### config.mk
export PLATFORM = sky130hd
export DESIGN_NAME = jzjpcc_lsu_flat
export DESIGN_NICKNAME = d
export VERILOG_FILES = /design/src/rtl/jzjpcc_pkg.sv /design/src/rtl/jzjpcc_lsu_if.sv /design/src/rtl/jzjpcc_load_aligner.sv /design/src/rtl/jzjpcc_lsu.sv /design/src/flat_wrapper.sv
export SDC_FILE = /design/constraint.sdc
export NUM_CORES = 1
export LEC_CHECK = 0
export ABC_CLOCK_PERIOD_IN_PS = 2670
export BUFFER_PORTS_ARGS = -buffer_cell sky130_fd_sc_hd__buf_2
export CORE_MARGIN = 1
export CORE_UTILIZATION = 54
export CTS_CLUSTER_SIZE = 30
export DETAILED_ROUTE_END_ITERATION = 10
export PLACE_DENSITY = 0.82
export SLEW_MARGIN = 10
export SYNTH_ARGS = -nofsm -noshare
export SYNTH_HDL_FRONTEND = slang
export SYNTH_SLANG_ARGS = --single-unit
### constraint.sdc
create_clock -name clock -period 2.67 [get_ports clock]
set_clock_uncertainty 0.05 [all_clocks]
set_input_delay 0.4005 -clock clock [delete_from_list [all_inputs] [get_ports clock]]
set_output_delay 0.4005 -clock clock [all_outputs]
set_load 0.02 [all_outputs]
### src/rtl/jzjpcc_pkg.sv
// Shared definitions for the jzjpcc load/store unit: funct3 encodings, access sizing, FSM states.
package jzjpcc_pkg;

  localparam logic [2:0] F3_B  = 3'b000;
  localparam logic [2:0] F3_H  = 3'b001;
  localparam logic [2:0] F3_W  = 3'b010;
  localparam logic [2:0] F3_BU = 3'b100;
  localparam logic [2:0] F3_HU = 3'b101;

  typedef enum logic [1:0] {
    StIdle,
    StSecond,
    StWait,
    StResp
  } lsu_state_t;

  // Access size in bytes (1, 2 or 4); unsigned variants share the low funct3 bits.
  function automatic logic [2:0] access_size(input logic [2:0] funct3);
    case (funct3[1:0])
      2'b00:   return 3'd1;
      2'b01:   return 3'd2;
      default: return 3'd4;
    endcase
  endfunction

  function automatic logic funct3_legal(input logic write, input logic [2:0] funct3);
    if (write) begin
      return funct3 inside {F3_B, F3_H, F3_W};
    end
    return funct3 inside {F3_B, F3_H, F3_W, F3_BU, F3_HU};
  endfunction

endpackage

### src/rtl/jzjpcc_lsu_if.sv
// Request/response handshake plus word-addressed SRAM port of the load/store unit.
interface jzjpcc_lsu_if #(
  parameter int unsigned ADDR_WIDTH = 14
);

  logic                  reqValid;
  logic                  reqReady;
  logic                  reqWrite;
  logic [2:0]            reqFunct3;
  logic [31:0]           reqAddress;
  logic [31:0]           reqWriteData;
  logic                  rspValid;
  logic                  rspReady;
  logic [31:0]           rspData;
  logic                  rspError;
  logic [ADDR_WIDTH-1:0] sramAddress;
  logic                  sramWriteEnable;
  logic [3:0]            sramByteWriteMask;
  logic [31:0]           sramWriteData;
  logic [31:0]           sramReadData;

  // Environment side: memory stage plus the data RAM.
  modport master (
    output reqValid, reqWrite, reqFunct3, reqAddress, reqWriteData, rspReady, sramReadData,
    input  reqReady, rspValid, rspData, rspError,
    input  sramAddress, sramWriteEnable, sramByteWriteMask, sramWriteData
  );

  // The LSU itself.
  modport slave (
    input  reqValid, reqWrite, reqFunct3, reqAddress, reqWriteData, rspReady, sramReadData,
    output reqReady, rspValid, rspData, rspError,
    output sramAddress, sramWriteEnable, sramByteWriteMask, sramWriteData
  );

endinterface

### src/rtl/jzjpcc_load_aligner.sv
// Extracts the addressed bytes from a (high, low) word pair and sign/zero-extends them.
module jzjpcc_load_aligner
  import jzjpcc_pkg::*;
(
  input  logic [31:0] low_word,
  input  logic [31:0] high_word,
  input  logic [1:0]  offset,
  input  logic [2:0]  funct3,
  output logic [31:0] result
);

  logic [31:0] window;

  assign window = 32'({high_word, low_word} >> {offset, 3'b000});

  always_comb begin
    result = window;
    case (funct3)
      F3_B:    result = {{24{window[7]}}, window[7:0]};
      F3_H:    result = {{16{window[15]}}, window[15:0]};
      F3_BU:   result = {24'b0, window[7:0]};
      F3_HU:   result = {16'b0, window[15:0]};
      default: result = window;
    endcase
  end

endmodule

### src/rtl/jzjpcc_lsu.sv
// RV32I load/store unit driving a synchronous-read, byte-masked word SRAM port.
module jzjpcc_lsu
  import jzjpcc_pkg::*;
#(
  parameter int unsigned ADDR_WIDTH       = 14,
  parameter bit          MISALIGNED_SPLIT = 1'b1
) (
  input logic          clock,
  input logic          not_reset,
  jzjpcc_lsu_if.slave  bus
);

  lsu_state_t            state_q;
  logic [ADDR_WIDTH-1:0] addr_q;
  logic [2:0]            funct3_q;
  logic [1:0]            off_q;
  logic                  write_q;
  logic                  crossing_q;
  logic [3:0]            hi_mask_q;
  logic [31:0]           hi_data_q;
  logic [31:0]           low_word_q;
  logic                  rsp_valid_q;
  logic                  rsp_error_q;
  logic [31:0]           rsp_data_q;

  logic                  ready;
  logic                  accept;
  logic [1:0]            off;
  logic [3:0]            base_mask;
  logic [7:0]            req_mask;
  logic [63:0]           req_data;
  logic                  crossing;
  logic                  req_error;
  logic [ADDR_WIDTH-1:0] word_addr;
  logic [31:0]           align_low;
  logic [31:0]           align_high;
  logic [31:0]           aligned;
  logic                  unused_addr;

  assign off         = bus.reqAddress[1:0];
  assign word_addr   = bus.reqAddress[ADDR_WIDTH+1:2];
  assign unused_addr = ^bus.reqAddress[31:ADDR_WIDTH+2];
  assign base_mask   = 4'((5'd1 << access_size(bus.reqFunct3)) - 5'd1);
  assign req_mask    = {4'b0000, base_mask} << off;
  assign req_data    = {32'b0, bus.reqWriteData} << {off, 3'b000};
  assign crossing    = |req_mask[7:4];
  assign req_error   = !funct3_legal(bus.reqWrite, bus.reqFunct3) ||
                       (crossing && !MISALIGNED_SPLIT);

  // Gated by reset so every output reads 0 while not_reset is low.
  assign ready  = not_reset && (state_q == StIdle);
  assign accept = ready && bus.reqValid;

  assign bus.reqReady = ready;
  assign bus.rspValid = rsp_valid_q;
  assign bus.rspError = rsp_error_q;
  assign bus.rspData  = rsp_data_q;

  // First access comes straight from the request; the second from latched state.
  always_comb begin
    bus.sramAddress       = '0;
    bus.sramWriteEnable   = 1'b0;
    bus.sramByteWriteMask = 4'b0000;
    bus.sramWriteData     = '0;
    if (not_reset) begin
      case (state_q)
        StIdle: begin
          if (accept && !req_error) begin
            bus.sramAddress = word_addr;
            if (bus.reqWrite) begin
              bus.sramWriteEnable   = 1'b1;
              bus.sramByteWriteMask = req_mask[3:0];
              bus.sramWriteData     = req_data[31:0];
            end
          end
        end
        StSecond: begin
          bus.sramAddress = addr_q + {{(ADDR_WIDTH-1){1'b0}}, 1'b1};
          if (write_q) begin
            bus.sramWriteEnable   = 1'b1;
            bus.sramByteWriteMask = hi_mask_q;
            bus.sramWriteData     = hi_data_q;
          end
        end
        default: ;
      endcase
    end
  end

  // In StWait the read data is the high word for a crossing load, else the only word.
  assign align_low  = crossing_q ? low_word_q : bus.sramReadData;
  assign align_high = crossing_q ? bus.sramReadData : '0;

  jzjpcc_load_aligner u_load_aligner (
    .low_word  (align_low),
    .high_word (align_high),
    .offset    (off_q),
    .funct3    (funct3_q),
    .result    (aligned)
  );

  always_ff @(posedge clock or negedge not_reset) begin
    if (!not_reset) begin
      state_q     <= StIdle;
      addr_q      <= '0;
      funct3_q    <= 3'b000;
      off_q       <= 2'b00;
      write_q     <= 1'b0;
      crossing_q  <= 1'b0;
      hi_mask_q   <= 4'b0000;
      hi_data_q   <= '0;
      low_word_q  <= '0;
      rsp_valid_q <= 1'b0;
      rsp_error_q <= 1'b0;
      rsp_data_q  <= '0;
    end else begin
      case (state_q)
        StIdle: begin
          if (accept) begin
            addr_q     <= word_addr;
            funct3_q   <= bus.reqFunct3;
            off_q      <= off;
            write_q    <= bus.reqWrite;
            crossing_q <= crossing;
            hi_mask_q  <= req_mask[7:4];
            hi_data_q  <= req_data[63:32];
            if (req_error) begin
              rsp_valid_q <= 1'b1;
              rsp_error_q <= 1'b1;
              rsp_data_q  <= '0;
              state_q     <= StResp;
            end else if (crossing) begin
              state_q <= StSecond;
            end else if (bus.reqWrite) begin
              rsp_valid_q <= 1'b1;
              state_q     <= StResp;
            end else begin
              state_q <= StWait;
            end
          end
        end
        StSecond: begin
          if (write_q) begin
            rsp_valid_q <= 1'b1;
            state_q     <= StResp;
          end else begin
            low_word_q <= bus.sramReadData;
            state_q    <= StWait;
          end
        end
        StWait: begin
          rsp_valid_q <= 1'b1;
          rsp_data_q  <= aligned;
          state_q     <= StResp;
        end
        StResp: begin
          if (bus.rspReady) begin
            rsp_valid_q <= 1'b0;
            rsp_error_q <= 1'b0;
            rsp_data_q  <= '0;
            state_q     <= StIdle;
          end
        end
        default: state_q <= StIdle;
      endcase
    end
  end

endmodule

### src/flat_wrapper.sv
// flat-port wrapper written by rule: the top's interface ports become plain ports
module jzjpcc_lsu_flat import jzjpcc_pkg::*;
#(
  parameter int unsigned ADDR_WIDTH       = 14,
  parameter bit          MISALIGNED_SPLIT = 1'b1
)
  (clock, not_reset, bus_reqValid, bus_reqWrite, bus_reqFunct3, bus_reqAddress, bus_reqWriteData, bus_rspReady, bus_sramReadData, bus_reqReady, bus_rspValid, bus_rspData, bus_rspError, bus_sramAddress, bus_sramWriteEnable, bus_sramByteWriteMask, bus_sramWriteData);
  jzjpcc_lsu_if #(.ADDR_WIDTH(ADDR_WIDTH)) bus_i ();
  input logic clock;
  input logic not_reset;
  input wire logic [$bits(bus_i.reqValid)-1:0] bus_reqValid;
  input wire logic [$bits(bus_i.reqWrite)-1:0] bus_reqWrite;
  input wire logic [$bits(bus_i.reqFunct3)-1:0] bus_reqFunct3;
  input wire logic [$bits(bus_i.reqAddress)-1:0] bus_reqAddress;
  input wire logic [$bits(bus_i.reqWriteData)-1:0] bus_reqWriteData;
  input wire logic [$bits(bus_i.rspReady)-1:0] bus_rspReady;
  input wire logic [$bits(bus_i.sramReadData)-1:0] bus_sramReadData;
  output wire logic [$bits(bus_i.reqReady)-1:0] bus_reqReady;
  output wire logic [$bits(bus_i.rspValid)-1:0] bus_rspValid;
  output wire logic [$bits(bus_i.rspData)-1:0] bus_rspData;
  output wire logic [$bits(bus_i.rspError)-1:0] bus_rspError;
  output wire logic [$bits(bus_i.sramAddress)-1:0] bus_sramAddress;
  output wire logic [$bits(bus_i.sramWriteEnable)-1:0] bus_sramWriteEnable;
  output wire logic [$bits(bus_i.sramByteWriteMask)-1:0] bus_sramByteWriteMask;
  output wire logic [$bits(bus_i.sramWriteData)-1:0] bus_sramWriteData;
  assign bus_i.reqValid = bus_reqValid;
  assign bus_i.reqWrite = bus_reqWrite;
  assign bus_i.reqFunct3 = bus_reqFunct3;
  assign bus_i.reqAddress = bus_reqAddress;
  assign bus_i.reqWriteData = bus_reqWriteData;
  assign bus_i.rspReady = bus_rspReady;
  assign bus_i.sramReadData = bus_sramReadData;
  assign bus_reqReady = bus_i.reqReady;
  assign bus_rspValid = bus_i.rspValid;
  assign bus_rspData = bus_i.rspData;
  assign bus_rspError = bus_i.rspError;
  assign bus_sramAddress = bus_i.sramAddress;
  assign bus_sramWriteEnable = bus_i.sramWriteEnable;
  assign bus_sramByteWriteMask = bus_i.sramByteWriteMask;
  assign bus_sramWriteData = bus_i.sramWriteData;
  jzjpcc_lsu #(.ADDR_WIDTH(ADDR_WIDTH), .MISALIGNED_SPLIT(MISALIGNED_SPLIT)) u_core (.clock(clock), .not_reset(not_reset), .bus(bus_i));
endmodule
==> results of run 1 <==
-- cells by family (layout without fill, tap and decap cells) --
family / after synthesis / count (layout) / share of synthesized area, %
adder cells (fa/ha/maj): 7 / 7 / 1.179
XOR/XNOR: 12 / 12 / 1.415
AND/OR/NAND/NOR: 245 / 245 / 14.04
buffers and inverters: 70 / 265 / 4.077
flip-flops: 116 / 116 / 39.09
multiplexers: 149 / 149 / 22.76
AO/OA/AOI/OAI: 191 / 191 / 17.44
-- cell usage in the layout, fill, tap and decap left out, types with 11 or more instances in the layout --
master     instances
buf_2            155
nand2_1          119
dfrtp_1          114
mux2i_1           80
nor2_1            69
buf_4             62
mux2_2            59
o21ai_0           44
a22oi_1           27
a21oi_1           24
nand3_1           17
clkbuf_16         17
a22o_1            15
o22ai_1           12
nand2b_1          11
a32oi_1           11
-- worst max-delay path by stage --
| stage | end | cells past startpoint | from | slack [ps] |
|---|---|---|---|---|
| after CTS | bus_sramWriteData[23] | 9 | u_core.state_q[0] | 7 |
| after global placement | bus_sramByteWriteMask[3] | 8 | bus_reqFunct3[1] | 230 |
| final | bus_sramWriteData[16] | 10 | u_core.state_q[0] | -90 |
| after floorplan | bus_sramByteWriteMask[1] | 8 | u_core.state_q[0] | 90 |
| after detailed placement | bus_sramByteWriteMask[3] | 8 | bus_reqFunct3[1] | 220 |
| after global routing | bus_sramByteWriteMask[1] | 10 | u_core.state_q[0] | -120 |
-- area by class of cell --
cell class	instances	area, µm²	area share (%)
Multi-Input combinational cell	604	4318	46.03
Clock buffer	26	499.2	5.322
Sequential cell	116	2905	30.97
Inverter	9	33.78	0.3601
Tap cell	176	220.2	2.348
Timing Repair Buffer	225	1354	14.43
Clock inverter	5	50.05	0.5335
-- layer usage --
layer / routed length (µm) / vias to the layer above
met5: 0 / -
met4: 856 / 0
met3: 1672 / 64
met2: 10510 / 351
met1: 9087 / 3408
li1: - / 3239
-- where the power goes --
part	switching, mW	internal [mW]	leakage, nW
Clock	0.771	1.36	0.274
Sequential	0.653	2.51	1.45
Combinational	2.83	2.33	2.72
-- stage by stage --
| step | util (%) | setup TNS [ps] |
|---|---|---|
| 2_1_floorplan | - | 0 |
| 3_3_place_gp | 64.17 | 0 |
| 3_5_place_dp | 64.17 | 0 |
| 4_1_cts | 68.91 | 0 |
| 5_1_grt | 70.28 | -1784 |
| 6_report | 70.28 | -506.7 |
-- what timing repair did --
action,CTS,global route
endpoints found under the hold margin,16,0
gates resized for setup,11,37
hold buffers,1,0
pin swaps,2,9
buffers inserted,4,6
cloned,1,0
endpoints found under the setup margin,41,40
-- registers in the layout (all words and copies together) (netlist names) --
register and flops:
u_core.funct3_q 3, u_core.write_q 1, u_core.bus.rspError 1, u_core.low_word_q 32, u_core.hi_data_q 24, u_core.state_q 2
u_core.bus.rspValid 1, u_core.addr_q 14, u_core.hi_mask_q 3, u_core.crossing_q 1, u_core.bus.rspData 32, u_core.off_q 2
==> impl_metrics.yaml, run 1 <==
sta:
  tightest_slew_ps: 876.3
  setup_slack_ps: -90.47
  fmax_mhz: 362.3
  slew-limit-headroom_pct: 41.58
  hold_viol_final: 0
  hold_ws_ps: 58.79
  fin_crit_sh_pct: 103.4
  rsz0062_at_grt: "true"
  drv_slew: 0
  setup_viol: 12
  timing.final.crit_period_ps: 2760
setup_path:
  cp_slowest_cell: "dfrtp_1"
  crit_fanout: 5
  path_cells: "inv_2 -> ha_4 -> and3_4 -> nand3_4 -> buf_12 -> nor2_4 -> buf_6 -> a22oi_1 -> a21oi_1 -> buf_4"
  cp.required_ps: 2220
  critPathArrivalTime_ps: 2310
  r2r-end: "u_core.bus.rspData[25]"
  slowest_delay_ps: 410
  cp-end-kind: "primary output"
  critPathKind: "flip-flop to primary output"
  cp.buffers_inverters: 4
  crit_family: "buffers and inverters"
  r2r_start: "u_core.state_q[0]"
  worstSetupStartpointType: "flip-flop"
  r2r_cells: 9
  reg2reg_slack_ps: 230
detailed_routing:
  drc: 0
  firstDrtPassIters: 6
  final_antenna_net_count: 0
  num_vias: 7062
  first_iter_violations: 637
  drt_wl_total_um: 22130
  wire_per_inst_um: 19.06
  viasPerCell: 6.083
placed_design:
  dp_cells: 1118
  hpwl_um: 15000
  placed_cell_area_um2: 8566
  dp_slack_ps: 222.3
  io_buffer_count: 173
  place_congestion: 0.9289
clock_tree:
  insertion_delay_ps: 420
  cts.htree.levels: 4
  cts_num_sinks: 116
  cts_tree: "yes"
  clk_pin_slew_ps: 50
  ctsLongestPathBuffers: 2
  numCtsBuffers: 17
  cts-root-buf: "clkbuf_16"
pwr:
  p_leak_nw: 4.445
  irDropWorstVdd_mv: 0.5874
  powerDensity_nw_per_um2: 1114
  power_mw: 10.45
synthesis:
  netlist_area_um2: 7426
  synth_common_cells: "nand2_1 (119), dfrtp_1 (116), mux2i_1 (80)"
  yosysMostFrequentCell: "nand2_1"
  synth_cell_types: 54
  ys_ff_latch: 116
  synth_top_area_share_pct: 39.09
  synth_flop_cell: "dfrtp_1"
  syn_nets: 901
  synth_edf_count: 0
  synth-seq-area-share_pct: 39.09
  async_flop_share_pct: 100.0
  synth_area_leaders: "dfrtp_1 (39%), mux2i_1 (11%), mux2_2 (8.9%)"
  netlist_instances: 790
  synth.avg_cell_area_um2: 9.400
  synth_top_area_cell: "dfrtp_1"
  yosysWarnings: 0
layout:
  fillers: 991
  num_antenna_cells: 0
  stdcell_count: 1161
  drive_above_1_share_pct: 34.92
  finalNetCount: 1084
  syn_to_final_growth_pct: 26.32
  stdcell_area_um2: 9380
floorplan:
  fp.dieW_um: 119.3
  core_area_um2: 13350
  start_util_pct: 55.63
  pin_count: 190
  rows: 42
  fp.dieH_um: 119.3
  die_area_um2: 14220
global_route:
  grt_pass1_vias: 6785
  use_met2_pct: 50.07
  grt_max_degree: 69
  grt_antenna_before_repair: 0
  grt_usage_pct: 31.69
  grt_overflow_total: 0
  grt-busiest-layer: "met2"
  use_met3_pct: 6.561
  use_met1_pct: 40.90
  grt_pass1_wl_um: 34950
min_path:
  hold_class: "input pin to asynchronous set/reset pin"
outcome:
  violations: "negative setup slack"
  status: "finished with violations"
job:
  cap_violations: 0
Note: power is estimated with default switching activity, not from simulation.
==> inputs of run 2 (changes only) <==
Settings changed: ABC_AREA from default to 1.
==> impl_metrics.yaml, run 2 <==
outcome:
  status: "complete, no violations"
setup_path:
  cp-end-kind: "primary output"
  worstSetupStartpointType: "flip-flop"
  r2r-end: "u_core.bus.rspData[20]"
  r2r_start: "u_core.crossing_q"
  slowest_delay_ps: 400
  reg2reg_slack_ps: 470
  critPathKind: "flip-flop to primary output"
  cp_slowest_cell: "dfrtp_1"
  crit_start: "u_core.state_q[1]"
  crit_end: "bus_sramWriteData[10]"
  critPathArrivalTime_ps: 2170
  r2r_cells: 9
  crit_fanout: 11
  path_cells: "inv_2 -> ha_4 -> nand3_4 -> inv_2 -> nand2_2 -> nor2_4 -> bufbuf_16 -> nand2_1 -> a21oi_1 -> buf_4"
  cp.required_ps: 2220
  critPathMostFrequentCell: "inv_2"
clock_tree:
  cts_num_sinks: 116
  cts.htree.levels: 4
  cts_tree: "yes"
  hold_buffers: 0
  cts-root-buf: "clkbuf_16"
  clk_pin_slew_ps: 60
  ctsLongestPathBuffers: 2
  numCtsBuffers: 17
  insertion_delay_ps: 420
floorplan:
  rows: 43
  fp.dieH_um: 121.4
  start_util_pct: 55.44
  pin_count: 190
  fp.dieW_um: 121.4
  core_area_um2: 13880
  die_area_um2: 14730
layout:
  layout_common_cells: "nand2_1 (477), buf_2 (161), dfrtp_1 (115), nand3_1 (96), nor2_1 (90)"
  syn_to_final_growth_pct: 21.20
  stdcell_area_um2: 9328
  layout_commonest_cell: "nand2_1"
  drive_above_1_share_pct: 21.37
  final_util_pct: 67.20
  finalNetCount: 1422
  num_antenna_cells: 0
global_route:
  grt_usage_pct: 31.57
  grt_pass1_wl_um: 36320
  grt_pass1_vias: 7751
  grt_overflow_total: 0
  grt_antenna_before_repair: 0
  grt_max_degree: 118
sta:
  rsz0062_at_grt: "true"
  setup_viol: 0
  hold_ws_ps: 104.1
  fin_crit_sh_pct: 98.22
  fmax_mhz: 381.3
  setup_slack_ps: 47.48
  hold_viol_final: 0
  tightest_slew_ps: 618.6
  slew-limit-headroom_pct: 58.76
  timing.final.crit_period_ps: 2623
  drv_slew: 0
synthesis:
  syn_nets: 1279
  yosysWarnings: 0
  synth_area_leaders: "dfrtp_1 (38%), nand2_1 (23%), nand3_1 (6.2%)"
  netlist_area_um2: 7696
  synth_cell_types: 39
  synth_top_area_cell: "dfrtp_1"
  synth_flop_cell: "dfrtp_1"
  yosysMostFrequentCell: "nand2_1"
  ys_ff_latch: 116
  synth.avg_cell_area_um2: 6.589
  async_flop_share_pct: 100.0
  synth-seq-area-share_pct: 37.72
  netlist_instances: 1168
  synth_common_cells: "nand2_1 (478), dfrtp_1 (116), nand3_1 (96)"
  synth_edf_count: 0
  synth_top_area_share_pct: 37.72
placed_design:
  dp_slack_ps: 265.0
  placed_cell_area_um2: 8617
  io_buffer_count: 173
  hpwl_um: 15060
  place_congestion: 0.9196
detailed_routing:
  first_iter_violations: 764
  viasPerCell: 5.529
  drc: 0
  num_vias: 8316
  drt_wl_total_um: 22140
  final_antenna_net_count: 0
  firstDrtPassIters: 6
  wire_per_inst_um: 14.72
min_path:
  hold_class: "input pin to asynchronous set/reset pin"
job:
  cap_violations: 0
pwr:
  irDropWorstVdd_mv: 0.6999
  power_mw: 10.20
  p_leak_nw: 4.922
  powerDensity_nw_per_um2: 1094
[run 2: worst min-delay path by stage]
stage                                      from                     to  cells after the start
after CTS                             not_reset     u_core.funct3_q[2]                      2
after detailed placement  u_core.bus.rspData[4]  u_core.bus.rspData[4]                      2
after global routing           bus_reqFunct3[2]     u_core.funct3_q[2]                      3
after floorplan                       not_reset       u_core.addr_q[0]                      0
after global placement      u_core.bus.rspValid    u_core.bus.rspValid                      2
final                                 not_reset     u_core.funct3_q[2]                      2
[run 2: layer usage]
metal	up-vias	routed length (µm)	part of all wire [%]	GRT usage (%)
met5	-	0	0	0
met4	0	1010	4.6	18.75
met3	83	1654	7.5	7.378
met2	374	10350	47	50.32
met1	3804	9124	41	38.81
li1	4055	-	-	-
[run 2: metrics by stage]
step           TNS [ps]  cells
3_5_place_dp          0   1466
3_3_place_gp          0   1466
4_1_cts         -0.5405   1500
5_1_grt          -196.2   1504
2_1_floorplan         0   1168
6_report              0   1504
[run 2: logic make-up (layout without fill, tap and decap cells)]
family | Yosys count | after routing | share of synthesized area (%)
DFF | 116 | 116 | 37.72
buffers and inverters | 143 | 299 | 7.820
adders and majority gates | 7 | 7 | 1.138
muxes | 17 | 17 | 2.471
AOI/OAI and AO/OA | 186 | 186 | 13.74
and+or+nand+nor | 699 | 699 | 37.12
[run 2: report_power, final]
group          switching (mW)  leakage [nW]  internal [mW]
clock                   0.821         0.268           1.37
combinational            3.32          3.19           1.75
sequential              0.450          1.46           2.49
total                    4.59          4.92           5.61
[run 2: timing repair]
item,in CTS,in global routing
pin swaps,1,3
cloned,1,0
endpoints found under the setup margin,24,30
resized for setup,10,19
setup buffers,1,5
[run 2: worst max-delay path, delay by kind of cell (launching register included)]
| kind | cells | cell delay, ps |
|---|---|---|
| AND/OR/NAND/NOR | 4 | 400 |
| buffers and inverters | 4 | 640 |
| flip-flops | 1 | 400 |
| adder cells (fa/ha/maj) | 1 | 160 |
| AO/OA/AOI/OAI | 1 | 140 |
[run 2: layout make-up]
| cell class | count | area (µm²) |
|---|---|---|
| repair buffers | 198 | 1137 |
| flip-flops and latches | 116 | 2904 |
| inverters | 69 | 265.3 |
| clock inverters | 8 | 75.07 |
| well taps | 180 | 225.2 |
| fillers | 1235 | 4553 |
| clock buffers | 24 | 491.7 |
| multi-input cells | 909 | 4229 |
